**src/rtl/hmm_viterbi_decoder_if.sv**
```systemverilog
// rtl/hmm_viterbi_decoder_if.sv - observation/decoded-path stream bundle for the Viterbi decoder
interface hmm_viterbi_decoder_if #(
  parameter int DATA_PREC       = 16,
  parameter int HIDDEN_STATES   = 2,
  parameter int OBSERVED_STATES = 2
);
  localparam int SW = (HIDDEN_STATES > 1) ? $clog2(HIDDEN_STATES) : 1;
  localparam int OW = (OBSERVED_STATES > 1) ? $clog2(OBSERVED_STATES) : 1;

  logic                 in_valid;
  logic                 in_ready;
  logic [OW-1:0]        in_obs;
  logic                 out_valid;
  logic                 out_ready;
  logic [SW-1:0]        out_state;
  logic                 out_last;
  logic [DATA_PREC-1:0] out_prob;

  modport master (
    output in_valid, in_obs, out_ready,
    input  in_ready, out_valid, out_state, out_last, out_prob
  );

  modport slave (
    input  in_valid, in_obs, out_ready,
    output in_ready, out_valid, out_state, out_last, out_prob
  );
endinterface

```
**src/rtl/hmm_viterbi_decoder.sv**
```systemverilog
// rtl/hmm_viterbi_decoder.sv - sequential Viterbi decoder, one target state per cycle
// Path is traced back from the backpointer store and emitted newest-first.
module hmm_viterbi_decoder #(
  parameter int DATA_PREC       = 16,
  parameter int HIDDEN_STATES   = 2,
  parameter int OBSERVED_STATES = 2,
  parameter int OBSERVED_LEN    = 3
) (
  input  logic                 clk,
  input  logic                 rst,
  input  logic [DATA_PREC-1:0] trans [HIDDEN_STATES][HIDDEN_STATES],
  input  logic [DATA_PREC-1:0] emm [HIDDEN_STATES][OBSERVED_STATES],
  input  logic [DATA_PREC-1:0] stationary_distribution [HIDDEN_STATES],
  hmm_viterbi_decoder_if.slave bus
);
  localparam int SW = (HIDDEN_STATES > 1) ? $clog2(HIDDEN_STATES) : 1;
  localparam int OW = (OBSERVED_STATES > 1) ? $clog2(OBSERVED_STATES) : 1;
  localparam int TW = (OBSERVED_LEN > 1) ? $clog2(OBSERVED_LEN) : 1;
  localparam logic [SW-1:0] J_LAST = SW'(HIDDEN_STATES - 1);
  localparam logic [TW-1:0] T_LAST = TW'(OBSERVED_LEN - 1);

  typedef enum logic [1:0] {S_IN, S_CALC, S_ARGMAX, S_OUT} state_t;

  state_t               state_q, state_d;
  logic [TW-1:0]        t_q, t_d;
  logic [SW-1:0]        j_q, j_d;
  logic [OW-1:0]        obs_q, obs_d;
  logic [SW-1:0]        path_q, path_d;
  logic [DATA_PREC-1:0] prob_q, prob_d;
  logic [DATA_PREC-1:0] delta_prev_q [HIDDEN_STATES];
  logic [DATA_PREC-1:0] delta_prev_d [HIDDEN_STATES];
  logic [DATA_PREC-1:0] delta_cur_q [HIDDEN_STATES];
  logic [DATA_PREC-1:0] delta_cur_d [HIDDEN_STATES];
  logic [SW-1:0]        bp_q [OBSERVED_LEN][HIDDEN_STATES];
  logic [SW-1:0]        bp_d [OBSERVED_LEN][HIDDEN_STATES];

  logic [DATA_PREC-1:0] emit, cand, best_m, arg_v;
  logic [SW-1:0]        best_i, arg_i;

  function automatic logic [DATA_PREC-1:0] multiply(input logic [DATA_PREC-1:0] a,
                                                    input logic [DATA_PREC-1:0] b);
    logic [2*DATA_PREC-1:0] p;
    p = {{DATA_PREC{1'b0}}, a} * {{DATA_PREC{1'b0}}, b};
    return p[2*DATA_PREC-1:DATA_PREC];
  endfunction

  assign bus.in_ready  = (state_q == S_IN);
  assign bus.out_valid = (state_q == S_OUT);
  assign bus.out_last  = (state_q == S_OUT) && (t_q == '0);
  assign bus.out_state = path_q;
  assign bus.out_prob  = prob_q;

  always_comb begin
    state_d      = state_q;
    t_d          = t_q;
    j_d          = j_q;
    obs_d        = obs_q;
    path_d       = path_q;
    prob_d       = prob_q;
    delta_prev_d = delta_prev_q;
    delta_cur_d  = delta_cur_q;
    bp_d         = bp_q;

    emit = '0;
    if (int'(obs_q) < OBSERVED_STATES) emit = emm[j_q][obs_q];

    // Strict '>' keeps the lowest index on ties; all-zero resolves to 0.
    best_m = '0;
    best_i = '0;
    cand   = '0;
    for (int i = 0; i < HIDDEN_STATES; i++) begin
      cand = multiply(delta_prev_q[i], trans[i][j_q]);
      if (cand > best_m) begin
        best_m = cand;
        best_i = SW'(i);
      end
    end

    arg_v = '0;
    arg_i = '0;
    for (int k = 0; k < HIDDEN_STATES; k++) begin
      if (delta_cur_q[k] > arg_v) begin
        arg_v = delta_cur_q[k];
        arg_i = SW'(k);
      end
    end

    case (state_q)
      S_IN: begin
        if (bus.in_valid) begin
          obs_d   = bus.in_obs;
          j_d     = '0;
          state_d = S_CALC;
        end
      end
      S_CALC: begin
        if (t_q == '0) begin
          delta_cur_d[j_q] = multiply(stationary_distribution[j_q], emit);
        end else begin
          delta_cur_d[j_q] = multiply(best_m, emit);
          bp_d[t_q][j_q]   = best_i;
        end
        if (j_q != J_LAST) begin
          j_d = j_q + SW'(1);
        end else if (t_q != T_LAST) begin
          delta_prev_d = delta_cur_d;
          t_d          = t_q + TW'(1);
          state_d      = S_IN;
        end else begin
          state_d = S_ARGMAX;
        end
      end
      S_ARGMAX: begin
        path_d  = arg_i;
        prob_d  = arg_v;
        state_d = S_OUT;
      end
      S_OUT: begin
        if (bus.out_ready) begin
          if (t_q != '0) begin
            path_d = bp_q[t_q][path_q];
            t_d    = t_q - TW'(1);
          end else begin
            t_d     = '0;
            state_d = S_IN;
          end
        end
      end
      default: state_d = S_IN;
    endcase
  end

  always_ff @(posedge clk or posedge rst) begin
    if (rst) begin
      state_q <= S_IN;
      t_q     <= '0;
      j_q     <= '0;
      obs_q   <= '0;
      path_q  <= '0;
      prob_q  <= '0;
      for (int k = 0; k < HIDDEN_STATES; k++) begin
        delta_prev_q[k] <= '0;
        delta_cur_q[k]  <= '0;
      end
      for (int t = 0; t < OBSERVED_LEN; t++) begin
        for (int k = 0; k < HIDDEN_STATES; k++) begin
          bp_q[t][k] <= '0;
        end
      end
    end else begin
      state_q      <= state_d;
      t_q          <= t_d;
      j_q          <= j_d;
      obs_q        <= obs_d;
      path_q       <= path_d;
      prob_q       <= prob_d;
      delta_prev_q <= delta_prev_d;
      delta_cur_q  <= delta_cur_d;
      bp_q         <= bp_d;
    end
  end
endmodule

```
**src/flat_wrapper.sv**
```systemverilog
// flat-port wrapper written by rule: the top's interface ports become plain ports
module hmm_viterbi_decoder_flat 
#(
  parameter int DATA_PREC       = 16,
  parameter int HIDDEN_STATES   = 2,
  parameter int OBSERVED_STATES = 2,
  parameter int OBSERVED_LEN    = 3
)
  (clk, rst, trans, emm, stationary_distribution, bus_in_valid, bus_in_obs, bus_out_ready, bus_in_ready, bus_out_valid, bus_out_state, bus_out_last, bus_out_prob);
  hmm_viterbi_decoder_if #(.DATA_PREC(DATA_PREC), .HIDDEN_STATES(HIDDEN_STATES), .OBSERVED_STATES(OBSERVED_STATES)) bus_i ();
  input  logic clk;
  input  logic rst;
  input  logic [DATA_PREC-1:0] trans[HIDDEN_STATES][HIDDEN_STATES];
  input  logic [DATA_PREC-1:0] emm[HIDDEN_STATES][OBSERVED_STATES];
  input  logic [DATA_PREC-1:0] stationary_distribution[HIDDEN_STATES];
  input wire logic [$bits(bus_i.in_valid)-1:0] bus_in_valid;
  input wire logic [$bits(bus_i.in_obs)-1:0] bus_in_obs;
  input wire logic [$bits(bus_i.out_ready)-1:0] bus_out_ready;
  output wire logic [$bits(bus_i.in_ready)-1:0] bus_in_ready;
  output wire logic [$bits(bus_i.out_valid)-1:0] bus_out_valid;
  output wire logic [$bits(bus_i.out_state)-1:0] bus_out_state;
  output wire logic [$bits(bus_i.out_last)-1:0] bus_out_last;
  output wire logic [$bits(bus_i.out_prob)-1:0] bus_out_prob;
  assign bus_i.in_valid = bus_in_valid;
  assign bus_i.in_obs = bus_in_obs;
  assign bus_i.out_ready = bus_out_ready;
  assign bus_in_ready = bus_i.in_ready;
  assign bus_out_valid = bus_i.out_valid;
  assign bus_out_state = bus_i.out_state;
  assign bus_out_last = bus_i.out_last;
  assign bus_out_prob = bus_i.out_prob;
  hmm_viterbi_decoder #(.DATA_PREC(DATA_PREC), .HIDDEN_STATES(HIDDEN_STATES), .OBSERVED_STATES(OBSERVED_STATES), .OBSERVED_LEN(OBSERVED_LEN)) u_core (.clk(clk), .rst(rst), .trans(trans), .emm(emm), .stationary_distribution(stationary_distribution), .bus(bus_i));
endmodule
```
**config.mk**
```make
export PLATFORM = sky130hd
export DESIGN_NAME = hmm_viterbi_decoder_flat
export DESIGN_NICKNAME = d
export VERILOG_FILES = /design/src/rtl/hmm_viterbi_decoder_if.sv /design/src/rtl/hmm_viterbi_decoder.sv /design/src/flat_wrapper.sv
export SDC_FILE = /design/constraint.sdc
export NUM_CORES = 2
export LEC_CHECK = 0
export CAP_MARGIN = 20
export CORE_MARGIN = 3
export CORE_UTILIZATION = 25
export CTS_CLUSTER_DIAMETER = 80
export DETAILED_ROUTE_END_ITERATION = 16
export PLACE_DENSITY_LB_ADDON = 0.2
export SYNTH_ARGS = -nofsm -noshare
export SYNTH_HDL_FRONTEND = slang
export SYNTH_SLANG_ARGS = --single-unit
export TNS_END_PERCENT = 1
```
**constraint.sdc**
```tcl
create_clock -name clk -period 19.1 [get_ports clk]
set_input_delay 1.91 -clock clk [delete_from_list [all_inputs] [get_ports clk]]
set_output_delay 1.91 -clock clk [all_outputs]
set_load 0.05 [all_outputs]
```
==> impl_metrics.py <==
metrics = {
    "critical_path": {
        "required_ns": 19.30,
        "cp_slowest_cell": "a21o_1",
        "critPathBufInv": 10,
        "critPathArrivalTime_ns": 17.28,
        "criticalPathCategory": "in -> reg",
        "ff2ff_path_depth": 53,
        "r2r-end": "u_core.delta_prev_q[4]",
        "crit_fanout": 16,
        "crit_family": "adder cells",
        "worstSetupStartpointType": "input port",
        "rr_startpoint": "u_core.j_q",
        "cp_common_cell": "fa_1",
        "critPathMaxStageDelay_ns": 0.69,
        "endpoint_kind": "flop",
        "reg2reg_slack_ns": 2.75,
    },
    "detailed_routing": {
        "ant_nets": 0,
        "dr.pass1.iters": 5,
        "via_per_inst": 4.485,
        "wl_per_cell_um": 18.90,
        "vias": 28960,
        "wl_um": 122000,
        "first_iter_violations": 1506,
        "route.detailed.drc": 0,
    },
    "yosys": {
        "synth.net_count": 5724,
        "yosys_register_bits": 93,
        "synth-xor-area-share_pct": 1.353,
        "avgSynthCellArea_um2": 8.762,
        "synth_cell_types": 83,
        "synthTopCellsByArea": "fa_1, ha_1, inv_1, nand2_1, dfrtp_1",
        "synth_cells": 4347,
        "synth_top_family_by_area": "adder cells",
        "yosysTopAreaCell": "fa_1",
        "synthFlopType": "dfrtp_1",
        "yosys.area.top_type_share_pct": 40.58,
        "yosysSeqAreaShare_pct": 6.110,
        "synth_fa_ha_area_share_pct": 55.03,
        "synth_compound_area_share_pct": 6.804,
        "ys_async_sr_fraction_pct": 100.0,
        "synth.area.mux_share_pct": 3.982,
        "synth_simple_gate_area_share_pct": 15.90,
        "synth-warning-count": 0,
        "netlist_area_mm2": 0.03809,
        "synth_edf_count": 0,
    },
    "global_route": {
        "use_met3_pct": 1.258,
        "grt_pass1_wl_um": 192000,
        "grt_usage_pct": 15.73,
        "grt_pass1_vias": 31650,
        "busiest_layer": "met2",
        "grt_util_met2_pct": 27.78,
        "overflow": 0,
        "antenna_found_initial": 3,
        "grt_max_degree": 84,
        "grt.met1_usage_pct": 21.69,
    },
    "clock_tree": {
        "cts_resized": 0,
        "cts_root_buffer": "clkbuf_16",
        "cts_hold_buffers": 0,
        "path_clk_slew_ns": 0.07,
        "cts_setup_buffers": 0,
        "cts_tree": "yes",
        "cts-htree-levels": 3,
        "cts_made_buffers": 9,
        "cts.sinks": 93,
        "clk_latency_ns": 0.35,
        "clockBufferDepth": 2,
    },
    "sta": {
        "timing.slew.headroom_pct": 24.35,
        "hold_violations": 0,
        "timing.setup.tns_ns": 0,
        "fin_worst_skew_ns": 0.01488,
        "setup_viol_count_final": 0,
        "final.period_utilization_pct": 89.46,
        "fmaxAchievable_ghz": 0.05853,
        "slew_viol_final": 0,
        "min_period_ns": 17.09,
        "worstMarginPinSlew_ns": 1.132,
        "rsz0062_at_grt": "no",
    },
    "worst_hold_path": {
        "min_path_cells": 0,
        "hp-class": "reg -> reg",
        "hold_path.startpoint": "u_core.bp_q[4]",
        "min_to": "u_core.bp_q[4]",
    },
    "finish": {
        "regArea_mm2": 0.002332,
        "area_growth_pct": 12.09,
        "post-route-util_pct": 28.33,
        "fill_cells": 16390,
        "layout.nets": 5813,
        "drive_gt1_share_pct": 4.323,
        "multi_input_area_mm2": 0.03167,
    },
    "floorplanning": {
        "die-area_mm2": 0.1571,
        "coreArea_mm2": 0.1507,
        "ioPinCount": 185,
        "row_count": 142,
        "start_util_pct": 25.28,
        "die_h_um": 396.3,
        "fp.dieW_um": 396.3,
    },
    "placed_design": {
        "place_congestion": 0.8297,
        "post-dp-hpwl_um": 97780,
        "portBuffers": 184,
    },
    "outcome": {
        "status": "complete, no violations",
    },
    "job": {
        "maxCapViolations": 0,
    },
}
==> kinds of logic after synthesis <==
| kind of cell | count (synthesis) |
|---|---|
| and+or+nand+nor | 1356 |
| xor gates and xnor gates | 58 |
| DFF | 93 |
| adders and majority gates | 1212 |
| AOI/OAI and AO/OA | 398 |
| muxes | 137 |
| buffers and inverters | 1093 |
==> area by class of cell <==
type                            count  share of cell area, %
Multi-Input combinational cell   3161                  74.20
Clock buffer                       10                 0.5364
Inverter                          916                  8.060
Sequential cell                    93                  5.463
Tap cell                         2016                  5.909
Clock inverter                      6                 0.2198
Antenna cell                        1               0.005862
Timing Repair Buffer              255                  5.610
==> sequential cells by signal, summed over array words and instances, names as in the netlist, named ones only <==
register              count
u_core.delta_cur_q       32
u_core.delta_prev_q      32
u_core.bus.out_prob      16
u_core.bp_q               6
u_core.t_q                2
u_core.bus.out_state      1
u_core.j_q                1
u_core.obs_q              1
u_core.state_q            1
==> stage by stage <==
stage / instance area [µm²] / std cells / hold slack (ns) / setup WS (ns)
floorplan: 38090 / 4347 / 0.4245 / 3.878
global placement: 42320 / 6436 / 0.3674 / 1.437
detailed placement: 42340 / 6439 / 0.3643 / 1.729
CTS: 42660 / 6455 / 0.3788 / 2.036
global route: 42690 / 6457 / 0.3910 / 1.037
finish: 42690 / 6458 / 0.3746 / 2.014
==> routing by layer <==
| metal | share of wire (%) | wire length [µm] |
|---|---|---|
| met5 | 0 | 0 |
| met4 | 0.99 | 1209 |
| met3 | 3.7 | 4476 |
| met2 | 49 | 60120 |
| met1 | 46 | 56240 |
==> worst max path at each step <==
stage | cells after the start | slack (ns) | start | to
after floorplan | 55 | 3.88 | trans[36] | u_core.delta_cur_q[14]
after CTS | 54 | 2.04 | trans[20] | u_core.delta_prev_q[4]
after detailed placement | 54 | 1.73 | trans[20] | u_core.delta_prev_q[4]
final | 53 | 2.01 | trans[20] | u_core.delta_prev_q[4]
after global routing | 53 | 1.04 | trans[4] | u_core.delta_cur_q[16]
after global placement | 52 | 1.44 | trans[4] | u_core.delta_prev_q[4]
==> cells in the mapped netlist, drive strengths merged, types with 46 or more instances <==
library cell / n
nor2: 237
clkbuf: 151
nand2b: 46
mux2: 64
dfrtp: 93
fa: 772
o21ai: 145
mux2i: 69
inv: 916
nand2: 723
and2: 157
ha: 440
a21oi: 77
nor2b: 96
==> layout by cell type, fill, tap and decap left out, drive strengths merged, types with 3 or more instances in the layout <==
| cell | synthesis | routed |
|---|---|---|
| and3 | 10 | 10 |
| a21o | 38 | 38 |
| a32oi | 6 | 6 |
| ha | 440 | 440 |
| o31ai | 7 | 7 |
| mux4 | 4 | 4 |
| o21a | 32 | 32 |
| clkbuf | 151 | 11 |
| o21bai | 13 | 13 |
| nor2b | 96 | 96 |
| nor3 | 29 | 29 |
| buf | 26 | 70 |
| xor2 | 23 | 23 |
| a21boi | 3 | 3 |
| nor2 | 237 | 237 |
| a2111oi | 3 | 3 |
| mux2 | 64 | 64 |
| clkdlybuf4s50 | 0 | 184 |
| a31oi | 13 | 13 |
| fa | 772 | 772 |
| o21ai | 145 | 145 |
| a22oi | 6 | 6 |
| and4 | 3 | 3 |
| and2 | 157 | 157 |
| a41oi | 3 | 3 |
| nand2 | 723 | 723 |
| a21oi | 77 | 77 |
| nand3 | 20 | 20 |
| o211ai | 5 | 5 |
| nand3b | 3 | 3 |
| mux2i | 69 | 69 |
| nand2b | 46 | 46 |
| a211oi | 21 | 21 |
| dfrtp | 93 | 93 |
| or3 | 6 | 6 |
| xnor2 | 35 | 35 |
| inv | 916 | 919 |
| nand4 | 19 | 19 |
Power is left out: the tool's default activity adds up to more than one toggle a clock period on the data nets, which glitch-free logic cannot reach.
